$ cat config.mk
export PLATFORM = sky130hd
export DESIGN_NAME = ts_sync_aligner
export DESIGN_NICKNAME = d
export VERILOG_FILES = /design/src/rtl/ts_sync_aligner.sv
export SDC_FILE = /design/constraint.sdc
export NUM_CORES = 1
export LEC_CHECK = 0
export BUFFER_PORTS_ARGS = -buffer_cell sky130_fd_sc_hd__clkbuf_2
export CAP_MARGIN = 20
export CORE_ASPECT_RATIO = 0.7
export CORE_MARGIN = 1.5
export CORE_UTILIZATION = 27
export CTS_CLUSTER_SIZE = 30
export DETAILED_ROUTE_END_ITERATION = 7
export HOLD_SLACK_MARGIN = 0.06
export PLACE_DENSITY = 0.51
export SYNTH_ARGS = -nofsm -noshare
export SYNTH_HDL_FRONTEND = slang
export SYNTH_SLANG_ARGS = --single-unit
$ cat constraint.sdc
create_clock -name clk -period 4.5 [get_ports clk]
set_input_delay 0.45 -clock clk [delete_from_list [all_inputs] [get_ports clk]]
set_output_delay 0.45 -clock clk [all_outputs]
set_load 0.01 [all_outputs]
$ cat src/rtl/ts_sync_aligner.sv
// MPEG-2 TS sync aligner: hunts for SYNC_BYTE at PKT_LEN spacing, locks, and forwards aligned bytes.
// Optional sync-loss counter port enabled by defining TS_SYNC_LOSS_COUNT_EN.
module ts_sync_aligner #(
    parameter int unsigned PKT_LEN    = 188,
    parameter logic [7:0]  SYNC_BYTE  = 8'h47,
    parameter int unsigned LOCK_CNT   = 3,
    parameter int unsigned UNLOCK_CNT = 3
) (
    input  logic       clk,
    input  logic       reset_n,
    input  logic       in_valid,
    input  logic [7:0] in_data,
    input  logic       en_reset_counter,
    output logic       valid,
    output logic       sync,
    output logic [7:0] ts_data,
`ifdef TS_SYNC_LOSS_COUNT_EN
    output logic [7:0] sync_loss_count,
`endif
    output logic       locked
);

    typedef enum logic [1:0] {
        HUNT   = 2'd0,
        VERIFY = 2'd1,
        LOCK   = 2'd2
    } state_t;

    localparam logic [7:0] LP_LAST   = 8'(PKT_LEN - 1);
    localparam logic [3:0] LP_LOCK   = 4'(LOCK_CNT);
    localparam logic [3:0] LP_UNLOCK = 4'(UNLOCK_CNT);

    state_t     r_state;
    logic [7:0] r_pos;
    logic [3:0] r_hits;
    logic [3:0] r_miss;
    logic       r_valid;
    logic       r_sync;
    logic [7:0] r_data;
    logic       r_locked;

    state_t     w_state_nxt;
    logic [7:0] w_pos_nxt;
    logic [3:0] w_hits_nxt;
    logic [3:0] w_miss_nxt;
    logic       w_out_valid;
    logic       w_out_sync;
    logic       w_loss_evt;
    logic       w_at0;
    logic       w_is_sync;
    logic [7:0] w_pos_inc;
    logic [3:0] w_hits_inc;
    logic [3:0] w_miss_inc;

    assign w_at0      = (r_pos == 8'd0);
    assign w_is_sync  = (in_data == SYNC_BYTE);
    assign w_pos_inc  = (r_pos == LP_LAST) ? 8'd0 : 8'(r_pos + 8'd1);
    assign w_hits_inc = 4'(r_hits + 4'd1);
    assign w_miss_inc = 4'(r_miss + 4'd1);

    // pos always names the packet position of the next in_valid byte.
    always_comb begin
        w_state_nxt = r_state;
        w_pos_nxt   = r_pos;
        w_hits_nxt  = r_hits;
        w_miss_nxt  = r_miss;
        w_out_valid = 1'b0;
        w_out_sync  = 1'b0;
        w_loss_evt  = 1'b0;
        if (in_valid) begin
            case (r_state)
                HUNT: begin
                    if (w_is_sync) begin
                        w_state_nxt = VERIFY;
                        w_pos_nxt   = 8'd1;
                        w_hits_nxt  = 4'd1;
                    end
                end
                VERIFY: begin
                    w_pos_nxt = w_pos_inc;
                    if (w_at0) begin
                        if (w_is_sync) begin
                            w_hits_nxt = w_hits_inc;
                            if (w_hits_inc == LP_LOCK) begin
                                w_state_nxt = LOCK;
                                w_miss_nxt  = 4'd0;
                                w_out_valid = 1'b1;
                                w_out_sync  = 1'b1;
                            end
                        end else begin
                            w_state_nxt = HUNT;
                            w_pos_nxt   = 8'd0;
                            w_hits_nxt  = 4'd0;
                        end
                    end
                end
                LOCK: begin
                    w_pos_nxt   = w_pos_inc;
                    w_out_valid = 1'b1;
                    w_out_sync  = w_at0;
                    if (w_at0) begin
                        if (w_is_sync) begin
                            w_miss_nxt = 4'd0;
                        end else if (w_miss_inc == LP_UNLOCK) begin
                            // Final miss: drop this byte and restart the hunt.
                            w_state_nxt = HUNT;
                            w_pos_nxt   = 8'd0;
                            w_hits_nxt  = 4'd0;
                            w_miss_nxt  = 4'd0;
                            w_out_valid = 1'b0;
                            w_out_sync  = 1'b0;
                            w_loss_evt  = 1'b1;
                        end else begin
                            w_miss_nxt = w_miss_inc;
                        end
                    end
                end
                default: begin
                    w_state_nxt = HUNT;
                    w_pos_nxt   = 8'd0;
                    w_hits_nxt  = 4'd0;
                    w_miss_nxt  = 4'd0;
                end
            endcase
        end
    end

    always_ff @(posedge clk or negedge reset_n) begin
        if (!reset_n) begin
            r_state  <= HUNT;
            r_pos    <= 8'd0;
            r_hits   <= 4'd0;
            r_miss   <= 4'd0;
            r_valid  <= 1'b0;
            r_sync   <= 1'b0;
            r_data   <= 8'h00;
            r_locked <= 1'b0;
        end else begin
            r_state  <= w_state_nxt;
            r_pos    <= w_pos_nxt;
            r_hits   <= w_hits_nxt;
            r_miss   <= w_miss_nxt;
            r_valid  <= w_out_valid;
            r_sync   <= w_out_sync;
            r_locked <= (w_state_nxt == LOCK);
            if (w_out_valid) begin
                r_data <= in_data;
            end
        end
    end

    assign valid   = r_valid;
    assign sync    = r_sync;
    assign ts_data = r_data;
    assign locked  = r_locked;

`ifdef TS_SYNC_LOSS_COUNT_EN
    logic [7:0] r_loss_cnt;

    // Clear wins over a coincident loss event; count saturates at 0xFF.
    always_ff @(posedge clk or negedge reset_n) begin
        if (!reset_n) begin
            r_loss_cnt <= 8'd0;
        end else if (en_reset_counter) begin
            r_loss_cnt <= 8'd0;
        end else if (w_loss_evt && (r_loss_cnt != 8'hFF)) begin
            r_loss_cnt <= 8'(r_loss_cnt + 8'd1);
        end
    end

    assign sync_loss_count = r_loss_cnt;
`else
    logic w_unused;
    assign w_unused = en_reset_counter ^ w_loss_evt;
`endif

endmodule

==> metrics list <==
* Outcome: finished, final reports clean
- Avg Inst Size Synth: between 10 and 15 µm²
- Setup Buffers After CTS: 0
- Total cell area at the placement stage: between 2000 and 2500 µm²
- Number of flops mapped to enable cells by yosys: 0
* Die X: slightly above 100 µm
- Total leakage power: ~0.9 nW
- Counting along the longest clock path gives a buffer depth of 2.
* Instance count of the mapped netlist: ~180
* Slowest stage delay, CP: between 0.6 and 0.7 ns
- Chip height: 72.03 µm
- # IOs: 23
- Number of input and output port buffers inserted: 21
- GPL Wtd Cong: approximately 0.83
- Netlist Area Pre-Place: 1838 µm²
* Type of origin of the critical path: flip-flop
- Dividing the final minimum period by the clock period gives 57.66%.
* Path class of the lowest-slack min-delay path: in -> async
* Cells resized by post-CTS repair: 0
* Count of state elements after synthesis: 29
* Library cell with the largest summed area after synthesis: sky130_fd_sc_hd__dfrtp_1
* HPWL after DPL: 2982 µm
- Setup violations remaining at the end of the flow were counted as 0.
- VDD sags by at most between 0.1 and 0.15 mV.
* Finished Cell Area: about 2100 µm²
* Overall die area: 7319 µm²
* Critical Path, Cell by Cell: inv_1 -> ha_1 -> nand3_1 -> o31ai_1 -> nand4_2 -> a21oi_4 -> mux2_2
* Number of nets in the final layout: 223
* Master cell of the clock root buffer: sky130_fd_sc_hd__clkbuf_8
- Total of warnings raised by yosys: 0
* Overall via count from detail_route: between 1000 and 1500
* Peak fanout along the critical path: 9
- Of the synthesized area, sequential elements account for between 30% and 40%.
* Diodes inserted: 0
- Final Hold Fails: 0
* Count of pins over their slew limit: 0
- Max Clock Skew: 0.007177 ns
* Drt initial violations: between 100 and 150
- The worst path needs 2.595 ns of the cycle, external delays included.
- At the pin with the least slew margin, the transition time is ~0.8 ns.
* Pwr Total: around 0.65 mW
- Detailed-route wire length: 4037 µm
* Pin count of the biggest net entering global routing: 30
- Timing analysis after detailed placement gives a worst setup slack of a little under 2 ns.
- Wire per inst: ~14 µm
- Power spread over the standard cell area amounts to a little over 300 nW/µm².
- Data required, critical path: around 4.7 ns
- The number of placed instances, taps included, is approximately 290.
- Crit path capture type: flip-flop
* Clock Sink Count: 29
- The first detailed-routing pass took 4 iterations.
* Placement Rows: 24
* Unrepaired setup endpoints after global routing: no
- Global routing used roughly an eighth of the available tracks across all layers.
- For the worst setup path, the data arrival time is 2.76 ns.
* Num CTS Buffers: 5
- Hold WS: around 0.23 ns
* Number of levels the H-tree was split into: 2
- Slowest stage cell on the critical path: sky130_fd_sc_hd__o31ai_1
* Initial antenna violation count: 0
- At the later pin of the worst-skew pair, clock insertion delay measures ~0.28 ns.
- Adding up every negative setup slack in the final design gives 0 ns.
- Post-layout instance count excluding filler cells: about 290
- Ratio of cells with drive above 1 in the final layout: a little over a quarter
- Share of flip-flops with an asynchronous set or reset: 100.0%
- Once detail routing completed, the nets flagged for antenna violations numbered 0.
- Summed over all layers, the global routing overflow is 0.
- Final setup margin: ~1.9 ns
* Initial standard-cell utilization of the core: between 20% and 30%
- The number of different library cells used by synthesis comes to 56.
* Synthesized net count: 198
* Area added between synthesis and finish: 15.45%
- Once layout is complete, the utilization of the core stands at about 33%.
- Clock transition at path regs: around 0.070 ns
* Cell types with the largest area share after synthesis: sky130_fd_sc_hd__dfrtp_1 39%, sky130_fd_sc_hd__ha_1 6.8%, sky130_fd_sc_hd__a31oi_1 3.4%
- The number of global-route vias before repair is approximately 1400.
- After detailed routing, the number of vias per cell comes to 4.966.
- Proportion of netlist area held by the largest area contributor: between 30 and 40%
- Across the run, the number of max-cap violations was 0.
* Wire length of the first global-routing pass: between 7000 and 8000 µm
- Main synth FF type: sky130_fd_sc_hd__dfrtp_1
- For this run, design rule violations remaining after detail routing come to 0.
* Max Freq: 385.4 MHz
* Headroom to the max-slew limit: 46.22%
* Count of hold-fix buffers inserted at cts: 0
* Worst setup path class: reg -> reg
* Placeable core region: 6396 µm²
* TritonCTS clock tree: done
-- power by group --
group / internal [mW] / switching (mW)
Clock: 0.106 / 0.104
Combinational: 0.0531 / 0.0917
Sequential: 0.278 / 0.0209
Total: 0.438 / 0.216
-- sequential cells by signal, indices dropped and copies added (netlist names) --
| signal | count |
|---|---|
| r_miss | 4 |
| r_state | 2 |
| ts_data | 8 |
| r_pos | 8 |
| r_hits | 4 |
| valid | 1 |
| locked | 1 |
| sync | 1 |
-- critical path: cells and delay by family, from the launching register on --
kind                     cells  cell delay, ns
AND/OR/NAND/NOR              2            0.33
adder cells (fa/ha/maj)      1            0.16
buffers and inverters        1            0.11
AO/OA/AOI/OAI                2            1.05
flip-flops                   1            0.45
multiplexers                 1            0.38
-- layer usage --
| metal | track usage [%] | up-vias | wire length (µm) |
|---|---|---|---|
| li1 | - | 724 | - |
| met1 | 20.66 | 690 | 2256 |
| met2 | 14.81 | 39 | 1522 |
| met3 | 3.276 | 2 | 233 |
| met4 | 3.241 | 0 | 24 |
| met5 | 0 | - | 0 |
-- cells in the mapped netlist, drive strengths merged (5+ instances only) --
cell type	n
inv	12
a31oi	10
nor2	9
a21oi	5
mux2	8
o21ai	14
o31ai	9
nand2	6
nand3	12
ha	10
dfrtp	29
-- cells by family after synthesis --
| logic type | synth area share [%] |
|---|---|
| adder cells (fa/ha/maj) | 6.807 |
| multiplexers | 6.263 |
| AO/OA/AOI/OAI | 23.55 |
| XOR/XNOR | 0.9532 |
| flip-flops | 39.48 |
| buffers and inverters | 3.608 |
| AND/OR/NAND/NOR | 19.33 |
-- final timing paths --
kind / end / startpoint / slack, ns / depth (start not counted)
max in group asynchronous: r_miss[0] / reset_n / 3.79 / 1
min in group clk: ts_data[3] / in_data[3] / 0.41 / 2
setup reg to reg: ts_data[2] / r_hits[0] / 1.91 / 7
hold / removal: ts_data[7] / reset_n / 0.23 / 1
setup / recovery: ts_data[2] / r_hits[0] / 1.91 / 7
hold reg to reg: ts_data[7] / ts_data[7] / 0.51 / 1
-- cells in the final DEF, fill, tap and decap left out, types with 3 or more instances in the layout --
master,Yosys,final
sky130_fd_sc_hd__o31ai_1,8,8
sky130_fd_sc_hd__mux2_4,4,4
sky130_fd_sc_hd__ha_1,10,10
sky130_fd_sc_hd__a31oi_1,10,10
sky130_fd_sc_hd__clkbuf_2,0,21
sky130_fd_sc_hd__mux2_2,4,4
sky130_fd_sc_hd__nand2_1,6,6
sky130_fd_sc_hd__dfrtp_1,29,29
sky130_fd_sc_hd__inv_1,12,12
sky130_fd_sc_hd__clkbuf_8,0,5
sky130_fd_sc_hd__a21oi_1,3,3
sky130_fd_sc_hd__nand2b_1,4,4
sky130_fd_sc_hd__nor2_1,7,7
sky130_fd_sc_hd__o21ai_0,12,12
sky130_fd_sc_hd__nand3_1,12,12
-- cell type report --
type,count,area (µm²)
fill,642,4274
multi-input combinational,132,1046
sequential,29,725.7
tap,91,113.9
timing repair buffer,21,105.1
clock buffer,5,68.82
inverter,12,45.04
clock inverter,3,17.52
(Power assumes the default switching activity.)
